===== config.mk =====
export PLATFORM = sky130hd
export DESIGN_NAME = spi_peripheral
export DESIGN_NICKNAME = d
export VERILOG_FILES = /design/src/rtl/spi_pkg.sv /design/src/rtl/spi_sync.sv /design/src/rtl/spi_peripheral.sv
export SDC_FILE = /design/constraint.sdc
export NUM_CORES = 1
export LEC_CHECK = 0
export BUFFER_PORTS_ARGS = -buffer_cell sky130_fd_sc_hd__buf_2
export CAP_MARGIN = 20
export CORE_UTILIZATION = 42
export CTS_CLUSTER_DIAMETER = 200
export CTS_CLUSTER_SIZE = 40
export DETAILED_ROUTE_END_ITERATION = 7
export GPL_TIMING_DRIVEN = 1
export PLACE_DENSITY = 0.72
export SKIP_CTS_REPAIR_TIMING = 1
export SYNTH_ARGS = -nofsm -noshare
export SYNTH_HDL_FRONTEND = slang
export SYNTH_SLANG_ARGS = --single-unit

===== constraint.sdc =====
create_clock -name r_clk -period 2.3 [get_ports r_clk]
set_input_delay 0.46 -clock r_clk [delete_from_list [all_inputs] [get_ports r_clk]]
set_output_delay 0.46 -clock r_clk [all_outputs]
set_load 0.01 [all_outputs]

===== src/rtl/spi_pkg.sv =====
// Shared definitions for the SPI peripheral: FSM state encoding, byte size
// and helpers that decode the SPI mode number into CPOL / CPHA.
package spi_pkg;

  localparam int BITS_PER_BYTE = 8;
  localparam int CNT_W         = 3;

  // Bit positions inside the 2-bit SPI mode number.
  localparam int MODE_CPOL_BIT = 1;
  localparam int MODE_CPHA_BIT = 0;

  typedef logic [0:0] state_t;
  localparam state_t ST_IDLE   = 1'b0;
  localparam state_t ST_ACTIVE = 1'b1;

  // Clock polarity: idle level of SCLK.
  function automatic logic mode_cpol(input int mode);
    logic [1:0] m;
    m = mode[1:0];
    return m[MODE_CPOL_BIT];
  endfunction

  // Clock phase: 0 = sample on leading edge, 1 = sample on trailing edge.
  function automatic logic mode_cpha(input int mode);
    logic [1:0] m;
    m = mode[1:0];
    return m[MODE_CPHA_BIT];
  endfunction

endpackage


===== src/rtl/spi_sync.sv =====
// Two-flop synchronizer for one asynchronous pin. The reset value is a port
// so each pin can come out of reset at its idle bus level.
module spi_sync (
  input  logic clk,
  input  logic rst_n,
  input  logic rst_val,
  input  logic d,
  output logic q
);

  logic meta;

  // Two-stage capture of the asynchronous input.
  always_ff @(posedge clk or negedge rst_n) begin
    if (!rst_n) begin
      meta <= rst_val;
      q    <= rst_val;
    end else begin
      meta <= d;
      q    <= meta;
    end
  end

endmodule


===== src/rtl/spi_peripheral.sv =====
// SPI peripheral (target) with a one-entry TX byte buffer.
// All SPI pins are oversampled in the r_clk domain; SCLK must be at most r_clk/8.
// Optional feature macro: SPI_PERIPHERAL_OVERRUN_EN adds r_rx_ack / w_overrun.
//
// TX handshake: a byte is written on any r_clk rising edge where r_tx_valid and
// w_tx_ready are both high; w_tx_ready is high exactly when the buffer is empty,
// and r_tx_valid is ignored while w_tx_ready is low. RX has no back-pressure:
// w_rx_valid is a single-cycle strobe qualifying w_rx_data.
module spi_peripheral
  import spi_pkg::*;
#(
  parameter int         SPI_MODE  = 0,
  parameter logic [7:0] IDLE_BYTE = 8'h00
) (
  input  logic       r_clk,
  input  logic       r_reset,
  input  logic       r_sclk,
  input  logic       r_cs_n,
  input  logic       r_mosi,
  output logic       w_miso,
  output logic       w_miso_oe,
  input  logic [7:0] r_tx_data,
  input  logic       r_tx_valid,
  output logic       w_tx_ready,
  output logic [7:0] w_rx_data,
  output logic       w_rx_valid,
  output state_t     w_state
`ifdef SPI_PERIPHERAL_OVERRUN_EN
  ,
  input  logic       r_rx_ack,
  output logic       w_overrun
`endif
);

  localparam logic             CPOL     = mode_cpol(SPI_MODE);
  localparam logic             CPHA     = mode_cpha(SPI_MODE);
  localparam logic [CNT_W-1:0] LAST_BIT = CNT_W'(BITS_PER_BYTE - 1);

  logic s_sclk, s_cs_n, s_mosi;

  spi_sync u_sync_sclk (.clk(r_clk), .rst_n(r_reset), .rst_val(CPOL), .d(r_sclk), .q(s_sclk));
  spi_sync u_sync_cs   (.clk(r_clk), .rst_n(r_reset), .rst_val(1'b1), .d(r_cs_n), .q(s_cs_n));
  spi_sync u_sync_mosi (.clk(r_clk), .rst_n(r_reset), .rst_val(1'b0), .d(r_mosi), .q(s_mosi));

  logic       sclk_d, cs_d;
  logic [1:0] warm;
  logic       edges_on;

  // Previous synchronized levels for edge detection, plus a short warm-up
  // after reset: the synchronizers start at the idle bus level, so a CS pin
  // already held low would look like a fresh fall. Edges are ignored until
  // the chain has flushed and cs_d reflects the real pin.
  always_ff @(posedge r_clk or negedge r_reset) begin
    if (!r_reset) begin
      sclk_d <= CPOL;
      cs_d   <= 1'b1;
      warm   <= 2'd0;
    end else begin
      sclk_d <= s_sclk;
      cs_d   <= s_cs_n;
      if (warm != 2'd3) warm <= warm + 2'd1;
    end
  end

  assign edges_on = (warm == 2'd3);

  logic sclk_rise, sclk_fall, cs_fall, cs_rise;
  logic lead_edge, trail_edge, sample_edge, shift_edge;

  assign sclk_rise   = edges_on &  s_sclk & ~sclk_d;
  assign sclk_fall   = edges_on & ~s_sclk &  sclk_d;
  assign cs_fall     = edges_on & ~s_cs_n &  cs_d;
  assign cs_rise     = edges_on &  s_cs_n & ~cs_d;
  assign lead_edge   = CPOL ? sclk_fall : sclk_rise;
  assign trail_edge  = CPOL ? sclk_rise : sclk_fall;
  assign sample_edge = CPHA ? trail_edge : lead_edge;
  assign shift_edge  = CPHA ? lead_edge : trail_edge;

  state_t           state;
  logic [CNT_W-1:0] bit_cnt;
  logic [7:0]       tx_sr;
  logic [6:0]       rx_sr;
  logic             miso;
  logic [7:0]       rx_data;
  logic             rx_valid;
  logic [7:0]       tx_buf;
  logic             buf_full;

  logic       active, byte_start, byte_done, tx_write;
  logic [7:0] load_val;

  assign active     = (state == ST_ACTIVE);
  assign byte_done  = active && !cs_rise && sample_edge && (bit_cnt == LAST_BIT);
  assign byte_start = (!active && cs_fall) || byte_done;
  assign load_val   = buf_full ? tx_buf : IDLE_BYTE;
  assign tx_write   = r_tx_valid && !buf_full;

  // FSM and shift datapath: CS rise always aborts; CS fall starts a byte;
  // sample edges collect MOSI, shift edges advance MISO.
  always_ff @(posedge r_clk or negedge r_reset) begin
    if (!r_reset) begin
      state    <= ST_IDLE;
      bit_cnt  <= '0;
      tx_sr    <= '0;
      rx_sr    <= '0;
      miso     <= 1'b0;
      rx_data  <= '0;
      rx_valid <= 1'b0;
    end else begin
      rx_valid <= 1'b0;
      if (cs_rise) begin
        state   <= ST_IDLE;
        bit_cnt <= '0;
        miso    <= 1'b0;
      end else if (!active) begin
        if (cs_fall) begin
          state   <= ST_ACTIVE;
          bit_cnt <= '0;
          tx_sr   <= load_val;
          if (!CPHA) miso <= load_val[7];
        end
      end else begin
        if (sample_edge) begin
          rx_sr <= {rx_sr[5:0], s_mosi};
          if (bit_cnt == LAST_BIT) begin
            // Byte boundary: deliver RX and reload TX so the next byte can
            // follow without a CS toggle.
            bit_cnt  <= '0;
            rx_data  <= {rx_sr, s_mosi};
            rx_valid <= 1'b1;
            tx_sr    <= load_val;
            if (!CPHA) miso <= load_val[7];
          end else begin
            bit_cnt <= bit_cnt + 1'b1;
          end
        end
        if (shift_edge) begin
          if (CPHA) begin
            miso  <= tx_sr[7];
            tx_sr <= {tx_sr[6:0], 1'b0};
          end else if (bit_cnt != '0) begin
            // With CPHA=0 bit 7 is already on the line; the trailing edge
            // right after a byte boundary must not shift the fresh byte.
            miso  <= tx_sr[6];
            tx_sr <= {tx_sr[6:0], 1'b0};
          end
        end
      end
    end
  end

  // One-entry TX buffer: a write can only land while empty, so a write that
  // coincides with a byte start sees the old (empty) contents go to the
  // shift register and the new byte stays buffered.
  always_ff @(posedge r_clk or negedge r_reset) begin
    if (!r_reset) begin
      tx_buf   <= '0;
      buf_full <= 1'b0;
    end else if (tx_write) begin
      tx_buf   <= r_tx_data;
      buf_full <= 1'b1;
    end else if (byte_start) begin
      buf_full <= 1'b0;
    end
  end

  assign w_miso     = miso;
  assign w_miso_oe  = active;
  assign w_tx_ready = !buf_full;
  assign w_rx_data  = rx_data;
  assign w_rx_valid = rx_valid;
  assign w_state    = state;

`ifdef SPI_PERIPHERAL_OVERRUN_EN
  logic rx_pending, overrun;

  // Track whether the last delivered byte was acknowledged; flag a new byte
  // arriving on top of an unacknowledged one.
  always_ff @(posedge r_clk or negedge r_reset) begin
    if (!r_reset) begin
      rx_pending <= 1'b0;
      overrun    <= 1'b0;
    end else begin
      overrun <= byte_done && rx_pending && !r_rx_ack;
      if (byte_done)     rx_pending <= 1'b1;
      else if (r_rx_ack) rx_pending <= 1'b0;
    end
  end

  assign w_overrun = overrun;
`endif

endmodule


==> results of run 1 <==
worst max-delay path by stage:
stage                     endpoint  startpoint  cells past startpoint
after floorplan             w_miso  bit_cnt[0]                      7
after global placement      w_miso     warm[0]                      5
after detailed placement    w_miso     warm[0]                      5
after CTS                   w_miso     warm[0]                      5
after global routing        w_miso     warm[0]                      5
final                       w_miso     warm[0]                      5
metal layers:
metal / track usage, % / vias up
li1: - / 593
met1: 20.1 / 607
met2: 23.4 / 27
met3: 2.81 / 6
met4: 10.0 / 0
met5: 0 / -
registers in the layout (all words and copies together) (netlist names), 2 cells and up:
name,count
rx_sr,7
warm,2
w_rx_data,8
bit_cnt,3
tx_buf,8
tx_sr,7
Yosys cell counts, types with 2 or more instances:
cell / n / area [um2]
sky130_fd_sc_hd__buf_4: 3 / 22.5
sky130_fd_sc_hd__dfrtp_1: 44 / 1100
sky130_fd_sc_hd__a2bb2oi_1: 6 / 52.6
sky130_fd_sc_hd__nand2b_1: 2 / 12.5
sky130_fd_sc_hd__clkbuf_1: 3 / 11.3
sky130_fd_sc_hd__nor2b_1: 5 / 31.3
sky130_fd_sc_hd__o2bb2ai_1: 5 / 43.8
sky130_fd_sc_hd__inv_1: 6 / 22.5
sky130_fd_sc_hd__nor3b_1: 2 / 15.0
sky130_fd_sc_hd__o21ai_0: 6 / 30.0
sky130_fd_sc_hd__nand2_1: 12 / 45.0
sky130_fd_sc_hd__nand3_1: 3 / 15.0
sky130_fd_sc_hd__dfstp_2: 3 / 78.8
sky130_fd_sc_hd__a21o_1: 2 / 15.0
sky130_fd_sc_hd__ha_1: 4 / 50.1
sky130_fd_sc_hd__mux2_2: 23 / 259
critical path, delay by kind of cell, from the launching register on:
kind            cells  cell delay, ps
fa+ha+maj           1             500
compound gates      2             340
flops               1             370
simple gates        2             710
final cells by class:
cell class,instances,area [um2]
inverters,6,22.5
well taps,52,65.1
clock inverters,1,8.76
multi-input cells,91,782
repair buffers,27,138
clock buffers,7,86.3
fillers,374,2190
flip-flops and latches,47,1180
cells by family after synthesis:
group | after synthesis | synth area share, %
mux | 24 | 13.4
compound gates | 28 | 11.4
fa+ha+maj | 4 | 2.48
xor+xnor | 1 | 0.434
flops | 47 | 58.5
buf+inv | 12 | 2.79
simple gates | 34 | 11.0
stage by stage:
| stage | util, % | instances | power (W) | hold slack [ps] |
|---|---|---|---|---|
| 6_report | 51.0 | 231 | 0.00215 | 187 |
| 5_1_grt | 51.0 | 231 | 0.00229 | 224 |
| 4_1_cts | 51.0 | 231 | 0.00218 | 202 |
| 3_5_place_dp | 48.9 | 223 | 0.00167 | 342 |
| 3_3_place_gp | 48.9 | 223 | 0.00163 | 335 |
| 2_1_floorplan | - | 150 | 0.00152 | 164 |
power groups by stage:
| stage | combinational (W) | clock (W) | sequential, W |
|---|---|---|---|
| floorplan | 0.000378 | 0 | 0.00115 |
| global placement | 0.000426 | 0 | 0.00120 |
| detailed placement | 0.000453 | 0 | 0.00121 |
| CTS | 0.000455 | 0.000521 | 0.00120 |
| global route | 0.000503 | 0.000551 | 0.00123 |
| finish | 0.000448 | 0.000502 | 0.00120 |
==> metrics.md, run 1 <==
| Metric | Value |
|---|---|
| Launching point of the worst reg2reg path | `warm[0]` |
| First drt pass iteration count | `6` |
| Register bit total from synthesis | `47` |
| Clock insertion delay at the later pin of the skew report | `290 ps` |
| Number of violations of the max-capacitance limit | `0` |
| Minimum clock period | `2030 ps` |
| Final HPWL from detailed placement | `2400 um` |
| First-pass GRT wire length | `5830 um` |
| Worst setup slack after placement | `358 ps` |
| Worst-case clock skew | `9.81 ps` |
| Num ports | `27` |
| Layout overhead on the synthesized area | `13.1%` |
| GRT Total Usage | `15.3%` |
| Commonest non-fill, non-tap cell in the layout | `sky130_fd_sc_hd__dfrtp_1` |
| Tightest Pin Transition | `roughly 720 ps` |
| Final setup vio count | `0` |
| Net switching fraction of the power | `28.1%` |
| Height of the die | `71.3 um` |
| Class of the most critical setup path | `reg2reg` |
| Via count of the routed design | `1233` |
| Worst-path fanout max | `13` |
| Final non-filler cell area | `2280 um2` |
| Starting DRC count in detailed routing | `between 40 and 50` |
| Net switching power | `0.000603 W` |
| Routed wire length on met3 | `90 um` |
| ANT cells | `0` |
| Power Internal | `0.00155 W` |
| DR WL met2 | `1550 um` |
| DRT Wirelength | `around 3300 um` |
| Fraction of final layout cells sized beyond drive strength 1 | `38.0%` |
| Maximum ir drop on the vdd rail | `519 uV` |
| CTS root buffer | `sky130_fd_sc_hd__clkbuf_8` |
| Main synth FF type | `sky130_fd_sc_hd__dfrtp_1` |
| CP Data Arrival Time | `approximately 2200 ps` |
| Core Box Area | `approximately 4500 um2` |
| Routed WL per cell | `14.4 um` |
| Post-Synthesis Cells | `150` |
| Capturing element type of the critical path | `flip-flop` |
| Fraction of synthesis flops using an asynchronous set or reset pin | `100%` |
| Clock Sink Count | `47` |
| Final sum of negative setup slack | `0 ps` |
| Power density cells | `942 nW/um2` |
| Seq pwr share | `a little under three fifths` |
| Synth Warn # | `0` |
| Slowest CP cell | `sky130_fd_sc_hd__or3b_2` |
| Count of H-tree levels built during CTS | `2` |
| Max Root-Sink Buffers | `2` |
| Path type of the worst min-delay path | `in2async` |
| Pin count of the biggest net entering global routing | `31` |
| Result of the run | `finished, violations left` |
| Commonest cells after routing, fill and taps aside | `sky130_fd_sc_hd__dfrtp_1 (44), sky130_fd_sc_hd__buf_2 (26), sky130_fd_sc_hd__mux2_2 (23), sky130_fd_sc_hd__nand2_1 (12)` |
| Global route total overflow | `0` |
| Clock slew seen by the registers of the worst setup and hold paths | `80 ps` |
| Worst Path Required | `2460 ps` |
| Inserted Clock Buffers | `5` |
| Post-synthesis instance area | `2020 um2` |
| Number of placement rows | `24` |
| Violated checks | `DRC` |
| CTS tree | `done` |
| Overall die area | `5090 um2` |
| Most frequent cell on the critical path | `sky130_fd_sc_hd__o21ai_0` |
| Number of synthesized flops with an enable pin | `0` |
| M1 wire length | `1600 um` |
| Highest metal used | `met4` |
| PortBufs | `26` |
| Remaining DRCs | `2` |
| Initial Utilization | `between 40 and 50%` |
| Vias in the first global route | `around 1200` |
| Max-slew violation count | `0` |
| Gp weighted congestion | `around 0.77` |
| Worst Setup Slack, final | `271 ps` |
| Antenna violations before repair | `0` |
| Part of the total power dissipated in combinational logic | `20.8%` |
| Delay of the slowest cell on the worst path | `between 500 and 600 ps` |
| Crit Reg-Reg Endpoint | `w_miso` |
| Number of failing hold endpoints at the final stage | `0` |
| Sequence of cells on the critical path | `ha_1, nand3b_1, or3b_2, o21ai_0, o21ai_0` |
| Flop-to-flop setup slack | `270 ps` |
| Relative contribution of the clock network to total power | `23.3%` |
| Post-synthesis cell type count | `37` |
| Seq/Total Area, Yosys | `58.5%` |
| Placement-stage cell area | `2190 um2` |
| Slew Limit Headroom | `between 50% and 60%` |
| Fmax | `a little under 500 MHz` |
| Number of nets with antenna violations after routing | `0` |
| Die boundary width | `71.3 um` |
| Fin crit share | `about nine tenths` |
| Number of nets in the finished design | `196` |
| P_leak | `1.10 nW` |
| Net Count, Synth | `~170` |
| Average vias per placed instance | `between 5 and 6` |
| Startpoint types | `flip-flop` |
| Worst Reg2Reg Path Length in Cells | `5` |
| Mean post-synth cell area | `13.5 um2` |
| RSZ-0062 raised after global routing | `false` |
Power figures use the tool's default switching activity.
==> run 2, diff against run 1 <==
BUFFER_PORTS_ARGS = default   (was -buffer_cell sky130_fd_sc_hd__buf_2)
DONT_BUFFER_PORTS = 1   (was default)
PLACE_DENSITY = 0.67   (was 0.72)
==> metrics.md, run 2 (synthesis results as in run 1) <==
| Metric | Value |
|---|---|
| Final setup vio count | `0` |
| Path type of the worst min-delay path | `in2async` |
| Startpoint types | `flip-flop` |
| Class of the most critical setup path | `reg2reg` |
| Die boundary width | `between 70 and 80 um` |
| RSZ-0062 raised after global routing | `false` |
| Part of the total power dissipated in combinational logic | `19.1%` |
| Fin crit share | `85.7%` |
| CTS root buffer | `sky130_fd_sc_hd__clkbuf_8` |
| Result of the run | `finished, violations left` |
| Vias in the first global route | `1177` |
| Power Internal | `between 0.0015 and 0.002 W` |
| Core Box Area | `4470 um2` |
| Average vias per placed instance | `5.62` |
| Starting DRC count in detailed routing | `66` |
| Initial Utilization | `about 45%` |
| Area used by multi-input combinational logic | `around 780 um2` |
| Clock Sink Count | `47` |
| PortBufs | `0` |
| Worst-path fanout max | `13` |
| Overall die area | `5090 um2` |
| Number of violations of the max-capacitance limit | `0` |
| CTS tree | `done` |
| Minimum clock period | `1970 ps` |
| Relative contribution of the clock network to total power | `26.7%` |
| Design Power | `0.00223 W` |
| Number of failing hold endpoints at the final stage | `1` |
| Number of nets with antenna violations after routing | `0` |
| Placement-stage cell area | `2060 um2` |
| Number of placement rows | `24` |
| CP Data Arrival Time | `2130 ps` |
| Global route total overflow | `0` |
| Count of H-tree levels built during CTS | `2` |
| Maximum ir drop on the vdd rail | `479 uV` |
| Num ports | `27` |
| Worst hold slack | `-3.24 ps` |
| Max Root-Sink Buffers | `2` |
| Sequential cell area | `around 1200 um2` |
| Net switching fraction of the power | `27.6%` |
| Global-route track usage on met2 | `a little under a quarter` |
| Clock insertion delay at the later pin of the skew report | `300 ps` |
| Slew Limit Headroom | `around 53%` |
| First drt pass iteration count | `6` |
| Power density cells | `1010 nW/um2` |
| Commonest non-fill, non-tap cell in the layout | `sky130_fd_sc_hd__dfrtp_1` |
| ANT cells | `0` |
| Height of the die | `71.3 um` |
| Clock slew seen by the registers of the worst setup and hold paths | `around 80 ps` |
| Worst-case clock skew | `5.62 ps` |
| Fraction of final layout cells sized beyond drive strength 1 | `28.6%` |
| Violated checks | `DRC, hold timing` |
| Antenna violations before repair | `0` |
| Busiest metal layer after global routing | `met2` |
| Final HPWL from detailed placement | `2390 um` |
| Met3 usage | `5.34%` |
| Fill cell instance count of the final layout | `384` |
| First-pass GRT wire length | `5880 um` |
| Number of nets in the finished design | `171` |
| Final core utilization | `49.1%` |
| Final non-filler cell area | `2200 um2` |
| Net switching power | `0.000615 W` |
| Seq pwr share | `54.2%` |
| Routed WL per cell | `16.5 um` |
| Commonest cells after routing, fill and taps aside | `sky130_fd_sc_hd__dfrtp_1 (44), sky130_fd_sc_hd__mux2_2 (23), sky130_fd_sc_hd__nand2_1 (12)` |
| DRT Wirelength | `3400 um` |
| Final sum of negative setup slack | `0 ps` |
| Layout overhead on the synthesized area | `8.87%` |
| Pin count of the biggest net entering global routing | `48` |
| Gp weighted congestion | `0.823` |
| Tightest Pin Transition | `about 710 ps` |
| Max-slew violation count | `0` |
| Global routing met1 resource utilization | `19.6%` |
| Fmax | `507 MHz` |
| Worst Path Required | `2460 ps` |
| Remaining DRCs | `1` |
| Inserted Clock Buffers | `5` |
| GRT Total Usage | `between 10% and 20%` |
| Capturing element type of the critical path | `flip-flop` |
| P_leak | `between 1 and 1.5 nW` |
| Via count of the routed design | `~1200` |
[run 2: changes by cell type in the layout (fill, tap and decap cells not counted)]
cell and delta:
sky130_fd_sc_hd__buf_2 -26, sky130_fd_sc_hd__buf_16 +1, sky130_fd_sc_hd__bufinv_16 +1, sky130_fd_sc_hd__clkbuf_1 -1
sky130_fd_sc_hd__clkbuf_8 -1, sky130_fd_sc_hd__clkinv_2 +1
[run 2: worst max-delay path: stages, from the launching register on]
cell                        delay (ps)
sky130_fd_sc_hd__dfrtp_1           380
sky130_fd_sc_hd__ha_1              500
sky130_fd_sc_hd__nand3b_1          160
sky130_fd_sc_hd__or3b_2            540
sky130_fd_sc_hd__o2bb2ai_1         170
sky130_fd_sc_hd__a2bb2oi_1          90
[run 2: power by group through the flow]
stage	Sequential, W	Clock, W	Combinational [W]
2_1_floorplan	0.00115	0	0.000378
3_3_place_gp	0.00121	0	0.000386
3_5_place_dp	0.00122	0	0.000408
4_1_cts	0.00121	0.000611	0.000411
5_1_grt	0.00124	0.000649	0.000475
6_report	0.00121	0.000595	0.000424
[run 2: path summary, 6_finish.rpt]
kind,from,to,slack (ps),cells after the start
min reg2reg,u_sync_sclk.meta,u_sync_sclk.q,360,0
max in group asynchronous,r_reset,cs_d,2030,1
min in group r_clk,r_cs_n,u_sync_cs.meta,150,0
max reg2reg,warm[0],tx_sr[2],330,5
min,r_reset,bit_cnt[1],-3,1
max,warm[0],tx_sr[2],330,5
[run 2: final cells by class]
type	instances	area share [%]
Tap cell	52	2.96
Timing Repair Buffer	2	1.59
Inverter	6	1.03
Clock inverter	3	1.99
Multi-Input combinational cell	91	35.6
Sequential cell	47	53.7
Clock buffer	5	3.13
[run 2: metal layers]
layer / vias to the layer above / routed length (um)
met4: 0 / 61
met1: 587 / 1520
met3: 6 / 171
met5: - / 0
met2: 26 / 1640
li1: 538 / -
[run 2: stage by stage]
stage                     cells  hold slack, ps  setup slack, ps
after floorplan             150             164              662
after global routing        206           -5.93              177
after global placement      197             166              470
final                       206           -3.24              328
after CTS                   205            -163              343
after detailed placement    197             166              374
